===== config.mk =====
export PLATFORM = sky130hd
export DESIGN_NAME = button_conditioner_flat
export DESIGN_NICKNAME = d
export VERILOG_FILES = /design/src/rtl/button_conditioner_pkg.sv /design/src/rtl/button_conditioner_if.sv /design/src/rtl/button_channel.sv /design/src/rtl/button_conditioner.sv /design/src/flat_wrapper.sv
export SDC_FILE = /design/constraint.sdc
export NUM_CORES = 1
export LEC_CHECK = 0
export CAP_MARGIN = 25
export CORE_MARGIN = 2
export CORE_UTILIZATION = 40
export DETAILED_ROUTE_END_ITERATION = 8
export HOLD_SLACK_MARGIN = 0.15
export PLACE_DENSITY = 0.68
export SETUP_SLACK_MARGIN = 0.15
export SLEW_MARGIN = 10
export SYNTH_ARGS = -nofsm -noshare
export SYNTH_HDL_FRONTEND = slang
export SYNTH_SLANG_ARGS = --single-unit

===== constraint.sdc =====
create_clock -name clk -period 1.5 [get_ports clk]
set_input_delay 0.225 -clock clk [delete_from_list [all_inputs] [get_ports clk]]
set_output_delay 0.225 -clock clk [all_outputs]
set_load 0.01 [all_outputs]

===== src/rtl/button_conditioner_pkg.sv =====
// Shared definitions for the button conditioner: minimum synchroniser depth,
// debounce counter sizing and the edge-pulse encoding.
package button_cond_pkg;

  localparam int MIN_SYNC_STAGES = 2;

  typedef enum logic [1:0] {
    EDGE_NONE,
    EDGE_RISE,
    EDGE_FALL
  } edge_e;

  function automatic int cnt_width(input int n);
    int w;
    w = $clog2(n);
    return (w < 1) ? 1 : w;
  endfunction

endpackage


===== src/rtl/button_conditioner_if.sv =====
// Raw button inputs and conditioned level/pulse outputs for all channels.
interface button_conditioner_if #(
  parameter int CHANNELS = 2
);
  logic [CHANNELS-1:0] button;
  logic [CHANNELS-1:0] level;
  logic [CHANNELS-1:0] rise;
  logic [CHANNELS-1:0] fall;

  modport master (output button, input level, input rise, input fall);
  modport slave  (input button, output level, output rise, output fall);
endinterface


===== src/rtl/button_channel.sv =====
// One input channel: metastability synchroniser, stability debounce filter,
// debounced level and registered single-cycle rise/fall pulses.
module button_channel
  import button_cond_pkg::*;
#(
  parameter int SYNC_STAGES     = 2,
  parameter int DEBOUNCE_CYCLES = 4,
  parameter int RESET_LEVEL     = 0
) (
  input  logic clk,
  input  logic reset,
  input  logic button,
  output logic level,
  output logic rise,
  output logic fall
);

  if (SYNC_STAGES < MIN_SYNC_STAGES) begin : g_bad_sync
    $error("button_channel: SYNC_STAGES must be >= %0d", MIN_SYNC_STAGES);
  end
  if (DEBOUNCE_CYCLES < 1) begin : g_bad_deb
    $error("button_channel: DEBOUNCE_CYCLES must be >= 1");
  end
  if (RESET_LEVEL != 0 && RESET_LEVEL != 1) begin : g_bad_rst
    $error("button_channel: RESET_LEVEL must be 0 or 1");
  end

  localparam int             CW       = cnt_width(DEBOUNCE_CYCLES);
  localparam logic [CW-1:0]  CNT_LAST = CW'(DEBOUNCE_CYCLES - 1);
  localparam logic           RST_LVL  = 1'(RESET_LEVEL);

  logic [SYNC_STAGES-1:0] sync_q, sync_d;
  logic [CW-1:0]          cnt_q, cnt_d;
  logic                   level_q, level_d;
  edge_e                  edge_q, edge_d;
  logic                   sync;

  always_comb begin
    sync_d  = {sync_q[SYNC_STAGES-2:0], button};
    sync    = sync_q[SYNC_STAGES-1];
    level_d = level_q;
    cnt_d   = '0;
    edge_d  = EDGE_NONE;
    // Any return of sync to the current level leaves cnt_d at zero.
    if (sync != level_q) begin
      if (cnt_q == CNT_LAST) begin
        level_d = sync;
        edge_d  = sync ? EDGE_RISE : EDGE_FALL;
      end else begin
        cnt_d = cnt_q + 1'b1;
      end
    end
  end

  always_ff @(posedge clk or negedge reset) begin
    if (!reset) begin
      sync_q  <= {SYNC_STAGES{RST_LVL}};
      cnt_q   <= '0;
      level_q <= RST_LVL;
      edge_q  <= EDGE_NONE;
    end else begin
      sync_q  <= sync_d;
      cnt_q   <= cnt_d;
      level_q <= level_d;
      edge_q  <= edge_d;
    end
  end

  assign level = level_q;
  assign rise  = (edge_q == EDGE_RISE);
  assign fall  = (edge_q == EDGE_FALL);

endmodule


===== src/rtl/button_conditioner.sv =====
// Multi-channel push-button/switch conditioner: an array of independent
// button_channel instances behind the board inputs.
module button_conditioner
  import button_cond_pkg::*;
#(
  parameter int CHANNELS        = 2,
  parameter int SYNC_STAGES     = MIN_SYNC_STAGES,
  parameter int DEBOUNCE_CYCLES = 4,
  parameter int RESET_LEVEL     = 0
) (
  input  logic                 clk,
  input  logic                 reset,
  button_conditioner_if.slave  bus
);

  if (CHANNELS < 1) begin : g_bad_ch
    $error("button_conditioner: CHANNELS must be >= 1");
  end

  logic [CHANNELS-1:0] level_w, rise_w, fall_w;

  for (genvar i = 0; i < CHANNELS; i++) begin : g_ch
    button_channel #(
      .SYNC_STAGES     (SYNC_STAGES),
      .DEBOUNCE_CYCLES (DEBOUNCE_CYCLES),
      .RESET_LEVEL     (RESET_LEVEL)
    ) u_channel (
      .clk    (clk),
      .reset  (reset),
      .button (bus.button[i]),
      .level  (level_w[i]),
      .rise   (rise_w[i]),
      .fall   (fall_w[i])
    );
  end

  assign bus.level = level_w;
  assign bus.rise  = rise_w;
  assign bus.fall  = fall_w;

endmodule


===== src/flat_wrapper.sv =====
// flat-port wrapper written by rule: the top's interface ports become plain ports
module button_conditioner_flat import button_cond_pkg::*;
#(
  parameter int CHANNELS        = 2,
  parameter int SYNC_STAGES     = MIN_SYNC_STAGES,
  parameter int DEBOUNCE_CYCLES = 4,
  parameter int RESET_LEVEL     = 0
)
  (clk, reset, bus_button, bus_level, bus_rise, bus_fall);
  button_conditioner_if #(.CHANNELS(CHANNELS)) bus_i ();
  input  logic clk;
  input  logic reset;
  input wire logic [$bits(bus_i.button)-1:0] bus_button;
  output wire logic [$bits(bus_i.level)-1:0] bus_level;
  output wire logic [$bits(bus_i.rise)-1:0] bus_rise;
  output wire logic [$bits(bus_i.fall)-1:0] bus_fall;
  assign bus_i.button = bus_button;
  assign bus_level = bus_i.level;
  assign bus_rise = bus_i.rise;
  assign bus_fall = bus_i.fall;
  button_conditioner #(.CHANNELS(CHANNELS), .SYNC_STAGES(SYNC_STAGES), .DEBOUNCE_CYCLES(DEBOUNCE_CYCLES), .RESET_LEVEL(RESET_LEVEL)) u_core (.clk(clk), .reset(reset), .bus(bus_i));
endmodule

==> flow_summary.json <==
{
  "run_status": "completed",
  "period_share_pct": 83.5,
  "antennaDiodeCount": 0,
  "synth_area_leader_cell": "dfrtp_1",
  "ios": 10,
  "r2r-start": "u_core.g_ch[0].u_channel.cnt_q[0]$_DFF_PN0_",
  "critical_path_buf_inv_count": 1,
  "slew_headroom_pct": 62.4,
  "first_iter_violations": 0,
  "synth_async_sr_flop_share_pct": 100,
  "crit_family": "flip-flops",
  "syn_nets": 51,
  "yosysTopAreaCellShare_pct": 61.4,
  "path_depth": 2,
  "p_per_area_nw_per_um2": 1490,
  "core_um2": 1320,
  "layout.nets": 61,
  "clk_pin_slew_worst_paths_ns": 0.07,
  "slowest_stage": "dfrtp_1",
  "synth_edf_count": 0,
  "fill_cells": 123,
  "wire_per_inst_um": 9.79,
  "dp_hpwl_um": 487,
  "clock_latency_ns": 0.26,
  "endpoint": "bus_rise[0]",
  "drt_wl_total_um": 646,
  "synth_area_leaders": "dfrtp_1, ha_1, buf_4",
  "drv_cap": 0,
  "reg2regPathDepth": 2,
  "drtPass1Iterations": 1,
  "syn_avg_cell_area_um2": 13.3,
  "start_util_pct": 43.3,
  "cts.sinks": 14,
  "syn-cell-area_um2": 571,
  "critPathLaunchType": "register",
  "cts_buffers": 3,
  "viasPerCell": 4.50,
  "tns_ns": 0,
  "finalSetupViolations": 0,
  "gr-total-overflow": 0,
  "cpPeakStageDelay_ns": 0.37,
  "vias": 297,
  "seq_area_frac_synth_pct": 61.4,
  "die_h_um": 41.8,
  "required_ns": 1.27,
  "ff2ff_setup_slack_ns": 0.48,
  "syn_inst": 43,
  "crit_path_max_fanout": 2,
  "synth-seq-cells": 14,
  "fp.dieW_um": 41.8,
  "drive_above_1_share_pct": 15.7,
  "grt_pass1_wl_um": 1260,
  "synth_common_cells": "dfrtp_1, buf_4, nor2b_1, ha_1",
  "hold_violations": 0,
  "drv_slew": 0,
  "min_period_ns": 1.25,
  "worstSetupStartpoint": "u_core.g_ch[0].u_channel.edge_q[0]$_DFF_PN0_",
  "p_leak_nw": 0.353,
  "power_mw": 0.991,
  "rsz0062_at_grt": "false",
  "arrival_ns": 1.03,
  "yosysMostFrequentCell": "dfrtp_1",
  "path_cells": "nor2b_1, dlygate4sd2_1",
  "synthFlopType": "dfrtp_1",
  "htree_num_levels": 1,
  "gp_congestion": 0.608,
  "antenna_found_initial": 0,
  "worst_pin_slew_ns": 0.562,
  "worstSetupPathType": "reg2out",
  "die_area_um2": 1740,
  "r2r_end": "u_core.g_ch[0].u_channel.level$_DFFE_PN0P_",
  "cts_max_path_buffers": 2,
  "fin_skew_ns": 0.000307,
  "grtUsageTotal_pct": 9.83,
  "tritoncts": "done",
  "yosys_warnings": 0,
  "cts_root_buf": "clkbuf_4",
  "port-buffer-count": 9,
  "layout-area-overhead-vs-synth_pct": 16.4,
  "drc": 0,
  "end_kind": "output pin",
  "ys_types": 16,
  "grt_pass1_vias": 304,
  "rows": 13,
  "grt_max_degree": 15,
  "max-vdd-ir-drop_mv": 0.742,
  "holdBufCountCts": 0,
  "ant_nets": 0,
  "fmax_ghz": 0.798,
  "hp-class": "in2async"
}
[state kept, by name (all words and copies together) (netlist names)]
signal and flops:
u_core.g_ch.u_channel.cnt_q 4, u_core.g_ch.u_channel.edge_q 4, u_core.g_ch.u_channel.sync_q 4, u_core.g_ch.u_channel.level 2
[worst min path at each step]
stage	to	slack, ns	cells past startpoint
finish	u_core.g_ch[1].u_channel.sync_q[1]$_DFF_PN0_	0.32	1
floorplan	u_core.g_ch[0].u_channel.cnt_q[0]$_DFF_PN0_	-0.07	0
detailed placement	u_core.g_ch[0].u_channel.sync_q[1]$_DFF_PN0_	0.34	0
global placement	u_core.g_ch[1].u_channel.sync_q[1]$_DFF_PN0_	0.33	0
global route	u_core.g_ch[0].u_channel.sync_q[0]$_DFF_PN0_	0.35	1
CTS	u_core.g_ch[1].u_channel.sync_q[1]$_DFF_PN0_	0.33	1
[worst reg2reg max path, stage by stage (launching register included)]
cell and delay (ns):
dfrtp_1 0.38, ha_1 0.19, mux2_2 0.33
[stage by stage]
step	hold WS, ns	util, %	instance area [µm²]	setup WS [ns]	std cells
floorplan	-0.0706	-	571	0.535	43
global placement	0.335	48.1	634	0.290	61
detailed placement	0.342	48.1	634	0.269	61
CTS	0.332	50.4	664	0.231	66
global route	0.353	50.4	664	0.173	66
finish	0.323	50.4	664	0.247	66
[kinds of logic after synthesis]
group	count (synthesis)	share of synthesized area [%]
and+or+nand+nor	14	15.4
xor gates and xnor gates	2	3.07
muxes	1	1.97
adders and majority gates	4	8.77
AOI/OAI and AO/OA	1	0.876
buffers and inverters	7	8.55
DFF	14	61.4
[what timing repair did]
| action | CTS | global route |
|---|---|---|
| endpoints found under the setup margin | 6 | 0 |
| resized for setup | 6 | 0 |
| buffers inserted | 2 | 0 |
[cell usage in the layout, fill, tap and decap left out, drive strengths merged]
| master | instances |
|---|---|
| dfrtp | 14 |
| dlygate4sd2 | 6 |
| nor2 | 2 |
| buf | 2 |
| o21ai | 1 |
| ha | 4 |
| nor2b | 5 |
| xor2 | 1 |
| mux2 | 1 |
| and2 | 1 |
| nor3b | 2 |
| clkbuf | 3 |
| nand2 | 2 |
| clkdlybuf4s50 | 3 |
| and3b | 1 |
| inv | 1 |
| nor3 | 1 |
| xnor2 | 1 |
[final cells by class]
class | count | area, µm² | area share [%]
multi-input combinational | 22 | 171 | 25.8
sequential | 14 | 350 | 52.7
inverter | 1 | 3.75 | 0.565
clock buffer | 3 | 22.5 | 3.39
timing repair buffer | 11 | 97.6 | 14.7
tap | 15 | 18.8 | 2.82
[where the power goes]
part / total (mW) / internal (mW) / switching [mW]
Clock: 0.191 / 0.0926 / 0.0981
Combinational: 0.290 / 0.163 / 0.127
Sequential: 0.510 / 0.459 / 0.0513
Total: 0.991 / 0.715 / 0.276
[per-layer routing]
layer | track usage, % | routed length, µm
met4 | 7.74 | 0
met2 | 15.3 | 353
met3 | 2.61 | 26
met5 | 0 | 0
met1 | 11.3 | 266
Power figures use the tool's default switching activity.
